--- src/rtl/uart_rx.sv ---
// UART receiver: 8N1, LSB first, with sticky framing/overrun flags.
// Define UART_RX_PARITY_EN for 8E1 framing with an extra parity_err output.
module uart_rx #(
    parameter int unsigned CLK_FREQ  = 50_000_000,
    parameter int unsigned BAUD_RATE = 115200
) (
    input  logic       clk,
    input  logic       rst_,
    input  logic       rx_serial,
    input  logic       rx_ack,
    output logic [7:0] rx_data,
    output logic       rx_valid,
    output logic       rx_ready,
    output logic       rx_busy,
    output logic       frame_err,
`ifdef UART_RX_PARITY_EN
    output logic       parity_err,
`endif
    output logic       overrun
);

    localparam int unsigned CLKS_PER_BIT = CLK_FREQ / BAUD_RATE;
    localparam int unsigned CNT_W        = $clog2(CLKS_PER_BIT);
    localparam logic [CNT_W-1:0] CNT_FULL = CNT_W'(CLKS_PER_BIT - 1);
    localparam logic [CNT_W-1:0] CNT_HALF = CNT_W'(CLKS_PER_BIT / 2 - 1);

    typedef enum logic [2:0] {
        IDLE,
        START,
        DATA,
`ifdef UART_RX_PARITY_EN
        PARITY,
`endif
        STOP
    } state_t;

    state_t           state;
    logic             rx_meta;
    logic             rx_sync;
    logic [CNT_W-1:0] clk_cnt;
    logic [2:0]       bit_idx;
    logic [7:0]       shift;
`ifdef UART_RX_PARITY_EN
    logic             par_bit;
`endif

    // Two-flop synchroniser; idles high so reset never looks like a start bit
    always_ff @(posedge clk or negedge rst_) begin
        if (!rst_) begin
            rx_meta <= 1'b1;
            rx_sync <= 1'b1;
        end else begin
            rx_meta <= rx_serial;
            rx_sync <= rx_meta;
        end
    end

    always_ff @(posedge clk or negedge rst_) begin
        if (!rst_) begin
            state     <= IDLE;
            clk_cnt   <= '0;
            bit_idx   <= '0;
            shift     <= '0;
            rx_data   <= 8'h00;
            rx_valid  <= 1'b0;
            rx_ready  <= 1'b0;
            rx_busy   <= 1'b0;
            frame_err <= 1'b0;
            overrun   <= 1'b0;
`ifdef UART_RX_PARITY_EN
            par_bit    <= 1'b0;
            parity_err <= 1'b0;
`endif
        end else begin
            rx_valid <= 1'b0;
            if (rx_ack) begin
                rx_ready  <= 1'b0;
                frame_err <= 1'b0;
                overrun   <= 1'b0;
`ifdef UART_RX_PARITY_EN
                parity_err <= 1'b0;
`endif
            end

            case (state)
                IDLE: begin
                    clk_cnt <= '0;
                    bit_idx <= '0;
                    if (!rx_sync) begin
                        state   <= START;
                        rx_busy <= 1'b1;
                    end
                end
                START: begin
                    if (clk_cnt == CNT_HALF) begin
                        clk_cnt <= '0;
                        if (!rx_sync) begin
                            state <= DATA;
                        end else begin
                            state   <= IDLE;
                            rx_busy <= 1'b0;
                        end
                    end else begin
                        clk_cnt <= clk_cnt + CNT_W'(1);
                    end
                end
                DATA: begin
                    if (clk_cnt == CNT_FULL) begin
                        clk_cnt        <= '0;
                        shift[bit_idx] <= rx_sync;
                        bit_idx        <= bit_idx + 3'd1;
                        if (bit_idx == 3'd7) begin
`ifdef UART_RX_PARITY_EN
                            state <= PARITY;
`else
                            state <= STOP;
`endif
                        end
                    end else begin
                        clk_cnt <= clk_cnt + CNT_W'(1);
                    end
                end
`ifdef UART_RX_PARITY_EN
                PARITY: begin
                    if (clk_cnt == CNT_FULL) begin
                        clk_cnt <= '0;
                        par_bit <= rx_sync;
                        state   <= STOP;
                    end else begin
                        clk_cnt <= clk_cnt + CNT_W'(1);
                    end
                end
`endif
                STOP: begin
                    if (clk_cnt == CNT_FULL) begin
                        // Completion outranks a same-cycle ack: the ack clears old state first
                        clk_cnt   <= '0;
                        state     <= IDLE;
                        rx_busy   <= 1'b0;
                        rx_data   <= shift;
                        rx_valid  <= 1'b1;
                        rx_ready  <= 1'b1;
                        frame_err <= (frame_err & ~rx_ack) | ~rx_sync;
                        overrun   <= (overrun & ~rx_ack) | (rx_ready & ~rx_ack);
`ifdef UART_RX_PARITY_EN
                        parity_err <= (parity_err & ~rx_ack) | (^{shift, par_bit});
`endif
                    end else begin
                        clk_cnt <= clk_cnt + CNT_W'(1);
                    end
                end
                default: begin
                    state   <= IDLE;
                    rx_busy <= 1'b0;
                end
            endcase
        end
    end

endmodule

--- config.mk ---
export PLATFORM = sky130hd
export DESIGN_NAME = uart_rx
export DESIGN_NICKNAME = d
export VERILOG_FILES = /design/src/rtl/uart_rx.sv
export SDC_FILE = /design/constraint.sdc
export NUM_CORES = 1
export LEC_CHECK = 0
export BUFFER_PORTS_ARGS = -buffer_cell sky130_fd_sc_hd__clkbuf_2
export CORE_MARGIN = 8
export CORE_UTILIZATION = 55
export CTS_BUF_LIST = sky130_fd_sc_hd__clkbuf_8
export CTS_CLUSTER_DIAMETER = 100
export DETAILED_ROUTE_END_ITERATION = 10
export HOLD_SLACK_MARGIN = 0.05
export PLACE_DENSITY_LB_ADDON = 0.12
export SYNTH_ARGS = -nofsm -noshare
export SYNTH_HDL_FRONTEND = slang
export SYNTH_SLANG_ARGS = --single-unit
export TNS_END_PERCENT = 1
--- constraint.sdc ---
create_clock -name clk -period 1.8 [get_ports clk]
set_clock_uncertainty 0.1 [all_clocks]
set_input_delay 0.18 -clock clk [delete_from_list [all_inputs] [get_ports clk]]
set_output_delay 0.18 -clock clk [all_outputs]
set_load 0.005 [all_outputs]
-- Yosys cells after proc, flatten, opt, wreduce, memory -nomap -nowiden
Cells that the tools add are included.
- logic and storage cells: 77
- output and inout bits: 13
- bits in registers: 38
- eq/ne operators: 12
- reductions and logical operators: 10
- bitwise operators: 8
- muxes and demuxes: 31
- add/sub/neg operators: 2
- order comparisons: 2
- operators by type and width (kind ; count):
    $pmux 9 s3 ; 1
    $mux 3 ; 6
    $mux 9 ; 2
    $mux 1 ; 16
    $ne 2x2->1 const B ; 6
    $pmux 3 s4 ; 1
    $reduce_and 5->1 ; 2
    $add 9x1->9 const B ; 1
    $eq 9x8->1 const B ; 1
    $eq 9x9->1 const B ; 1
    $bwmux 8 ; 1
    $eq 3x2->1 const B ; 2
    $pmux 3 s2 ; 1
    $reduce_and 2->1 ; 3
    $lt 3x4->1 const B ; 1
    $pmux 1 s4 ; 1
    $add 3x1->3 const B ; 1
    $and 1x1->1 ; 3
    $demux 1 s3 ; 1
    $eq 3x1->1 const B ; 1
    $eq 3x3->1 const B ; 1
    $ge 3x1->1 const B ; 1
    $logic_not 3->1 ; 1
    $not 1->1 ; 3
    other kinds (6) ; 7

-- Depth between registers and ports, before layout
- depth after elaboration: 5
- gate-level depth with buffers: 7

-- Worst setup path after synthesis
No wires, ideal clock.
- path type: register to register
- from: reg clk_cnt[1]
- to: reg rx_data[0]
- required time: 1575 ps
- stages on the path, launching flop included: 8
- setup slack: -64 ps
- arrival time: 1639 ps
- buffers on the path: 2
- cell sequence: dfrtp_1 -> inv_1 -> ha_1 -> nand4bb_1 -> buf_2 -> or3_4 -> buf_6 -> mux2_4
- cells in the longest elaborated chain, start to end: 2
- ends and longest elaborated chain (element ; RTL line ; RTL):
    start: declaration ; 40 ; logic [CNT_W-1:0] clk_cnt;
    start signal: assignment ; 104 ; clk_cnt <= clk_cnt + CNT_W'(1);
    start signal: assignment ; 120 ; clk_cnt <= clk_cnt + CNT_W'(1);
    start signal: assignment ; 149 ; clk_cnt <= clk_cnt + CNT_W'(1);
    $eq 9x9->1 ; 135 ; if (clk_cnt == CNT_FULL) begin
    $reduce_and 2->1 (no line) ; -- ;
    end signal: assignment ; 140 ; rx_data <= shift;
    end: declaration ; 11 ; output logic [7:0] rx_data,
No other way between the ends.
A chain may end at the register's enable or synchronous reset.

-- Worst setup path after layout
- from: reg clk_cnt[1]
- to: reg rx_data[4]
Same word-level chain as after synthesis.

==> impl_metrics.tcl <==
set metrics [dict create \
    fill_cells 232 \
    p_comb_share_pct 1.6 \
    fin_nets 195 \
    viasPerCell 5.870 \
    wirelength_mm 3.755 \
    ir_drop_v 0.0006583 \
    run_status "finished, violations left" \
    dieArea_mm2 0.005317 \
    num_vias 1356 \
    grt_pass1_wl_mm 6.299 \
    worst_setup_path_end_kind "register" \
    ys_seq_area_share_pct 52.11 \
    initial_utilization_pct 57.89 \
    placed_cells 220 \
    cts_htree_levels 2 \
    seqCellArea_um2 928.4 \
    hold_viol 0 \
    tns_ns -0.05065 \
    multiInputGateArea_um2 803.3 \
    synth_nets 158 \
    rows 20 \
    rsz0062_at_grt "true" \
    switching_share_pct 19.28 \
    final_area_mm2 0.002195 \
    clkTransAtPathRegs_ns 0.07 \
    place_congestion 0.9676 \
    pre_cts_ws_ns -0.01057 \
    p_clk_share_pct 45.8 \
    track_usage_pct 15.24 \
    place_area_mm2 0.002027 \
    ys_warn_count 0 \
    p_int_mw 1.290 \
    critical_path_required_ns 1.88 \
    cp_top_family "simple AND/OR/NAND/NOR gates" \
    critPathMaxStageDelay_ns 0.39 \
    worstMarginPinSlew_ns 0.4515 \
    ant_nets 0 \
    synth_top_cells_by_area "dfrtp_1 49%, mux2_2 6.3%, mux2_4 5.1%" \
    hold_class "register to register" \
    grt_start_max_net_pins 38 \
    path_buf_inv 2 \
    violations "negative setup slack" \
    avgRoutedWirePerCell_um 16.26 \
    startpoint_type "register" \
    die_height_um 72.92 \
    avgSynthCellArea_um2 11.96 \
    insertion_delay_ns 0.29 \
    power_frac_seq_pct 52.6 \
    placement.io_buffers 16 \
    synthesis.area_mm2 0.001782 \
    cts_tree "built" \
    synth_cell_types 43 \
    ios 17 \
    timing.final.crit_period_ns 1.811 \
    max_slew_margin_pct 69.90 \
    drc 0 \
    arrival_ns 1.89 \
    die_x_um 72.92 \
    first_pass_iters 6 \
    cp_max_fo 10 \
    core_mm2 0.003078 \
    cap_violations 0 \
    critPathKind "register to register" \
    ys_ff_latch 37 \
    final_cells 231 \
    clock-sinks 37 \
    grt_pass1_vias 1364 \
    synth_top_area_share_pct 49.16 \
    syn_to_final_growth_pct 23.17 \
    p_switching_mw 0.3081 \
    setup_viol 6 \
    powerDensity_mw_per_mm2 728.1 \
    antenna_found_initial 0 \
    fmax_ghz 0.5522 \
    drt_iter0_drc 81 \
    numCtsBuffers 5 \
    crit_chain "inv_1 > ha_1 > nand4bb_1 > or3_4 > buf_12 > mux2_4" \
    drive_above_1_share_pct 34.76 \
    clockRootBuffer "clkbuf_8" \
    clockBufferDepth 2 \
    synth_top_area_cell "dfrtp_1" \
    overflow 0 \
    power_leakage_nw 1.070 \
    finalMaxSlewViolations 0 \
    fin_crit_sh_pct 100.6 \
    setup_ws_ns -0.01099 \
    synthCells 149 \
    diodes 0 \
    crit_path_top_delay_cell "or3_4" \
    detailed_place_hpwl_mm 2.627 \
]
==> cell usage in the layout (no fill, tap or decap), drive strengths merged, types with 2 or more instances in the layout <==
cell	instances
o22ai	2
nor4	3
clkbuf	22
dfrtp	35
o21ai	4
ha	5
nand3	4
xnor2	2
a21o	2
inv	10
buf	18
dfstp	2
a22oi	4
a21oi	5
mux2	16
o211ai	5
nand4b	2
nand2	9
nand4	10
dlygate4sd3	3
or3	4
nor4bb	3
==> flip-flops by register name, summed over array words and instances (netlist names) <==
name	cells
rx_busy	1
rx_ready	1
state	2
rx_meta	1
bit_idx	3
frame_err	1
overrun	1
clk_cnt	9
shift	8
rx_valid	1
rx_data	8
rx_sync	1
==> stage by stage <==
stage	hold slack, ns	power [mW]	util, %
final	0.2561	1.598	71.30
after global routing	0.2608	1.647	71.30
after CTS	0.2565	1.617	70.61
after detailed placement	0.1441	0.8777	65.85
after global placement	0.1425	0.8777	65.85
after floorplan	-0.2156	0.8555	-
==> cell type report <==
| type | count | area share (%) |
|---|---|---|
| Sequential cell | 37 | 42.30 |
| Multi-Input combinational cell | 96 | 36.60 |
| Timing Repair Buffer | 37 | 11.74 |
| Clock buffer | 6 | 3.763 |
| Tap cell | 44 | 2.509 |
| Clock inverter | 2 | 1.539 |
| Inverter | 9 | 1.539 |
==> power groups by stage <==
stage               Sequential [mW]  Clock (mW)  Combinational, mW
floorplan                     0.852           0            0.00328
global placement              0.856           0             0.0220
detailed placement            0.855           0             0.0223
CTS                           0.840       0.750             0.0272
global route                  0.840       0.776             0.0307
finish                        0.840       0.732             0.0262
==> metal layers <==
| metal | wire length, um | GRT usage (%) | vias up |
|---|---|---|---|
| li1 | - | - | 630 |
| met1 | 1650 | 18.04 | 667 |
| met3 | 256 | 5.357 | 10 |
| met5 | 0 | 0 | - |
| met2 | 1767 | 23.96 | 49 |
| met4 | 80 | 7.333 | 0 |
==> kinds of logic after synthesis <==
family | after synthesis | share of synthesized area, %
muxes | 16 | 11.38
adders and majority gates | 5 | 3.511
xor gates and xnor gates | 3 | 1.475
AOI/OAI and AO/OA | 28 | 10.88
DFF | 37 | 52.11
and+or+nand+nor | 44 | 16.64
buffers and inverters | 16 | 4.002
==> cell usage after synthesis (all sizes together) <==
cell type	n
o22ai	2
dfrtp	35
o21ai	4
o221ai	1
nand3	4
o21a	1
a311oi	1
nor2b	1
nand4b	2
o31ai	1
nor2	1
nor4b	1
dfstp	2
nand2b	1
nor3	1
ha	5
nor4bb	3
mux2	16
a21boi	1
o311ai	1
nand2	9
or4b	1
a22oi	4
nand4	10
nand4bb	1
clkbuf	3
xor2	1
a21oi	5
buf	4
or4	1
nor4	3
inv	9
o211ai	5
or3	4
and4b	1
a21o	2
xnor2	2
==> final timing paths <==
| check | start | endpoint | slack (ns) | depth (start not counted) |
|---|---|---|---|---|
| worst max-delay path | clk_cnt[1] | rx_data[4] | -0.01 | 6 |
| worst min-delay path | rx_meta | rx_sync | 0.26 | 0 |
| worst max register to register | clk_cnt[1] | rx_data[4] | -0.01 | 6 |
| worst min register to register | rx_meta | rx_sync | 0.26 | 0 |
| max in group asynchronous | rst_ | rx_sync | 0.87 | 3 |
| min in group asynchronous | rst_ | rx_ready | 0.37 | 3 |
==> repair_timing <==
item,in CTS,in global routing
resized for setup,0,3
hold buffers,3,0
setup buffers,0,0
hold endpoints to repair,38,0
setup endpoints to repair,6,13
Power figures use the tool's default switching activity.
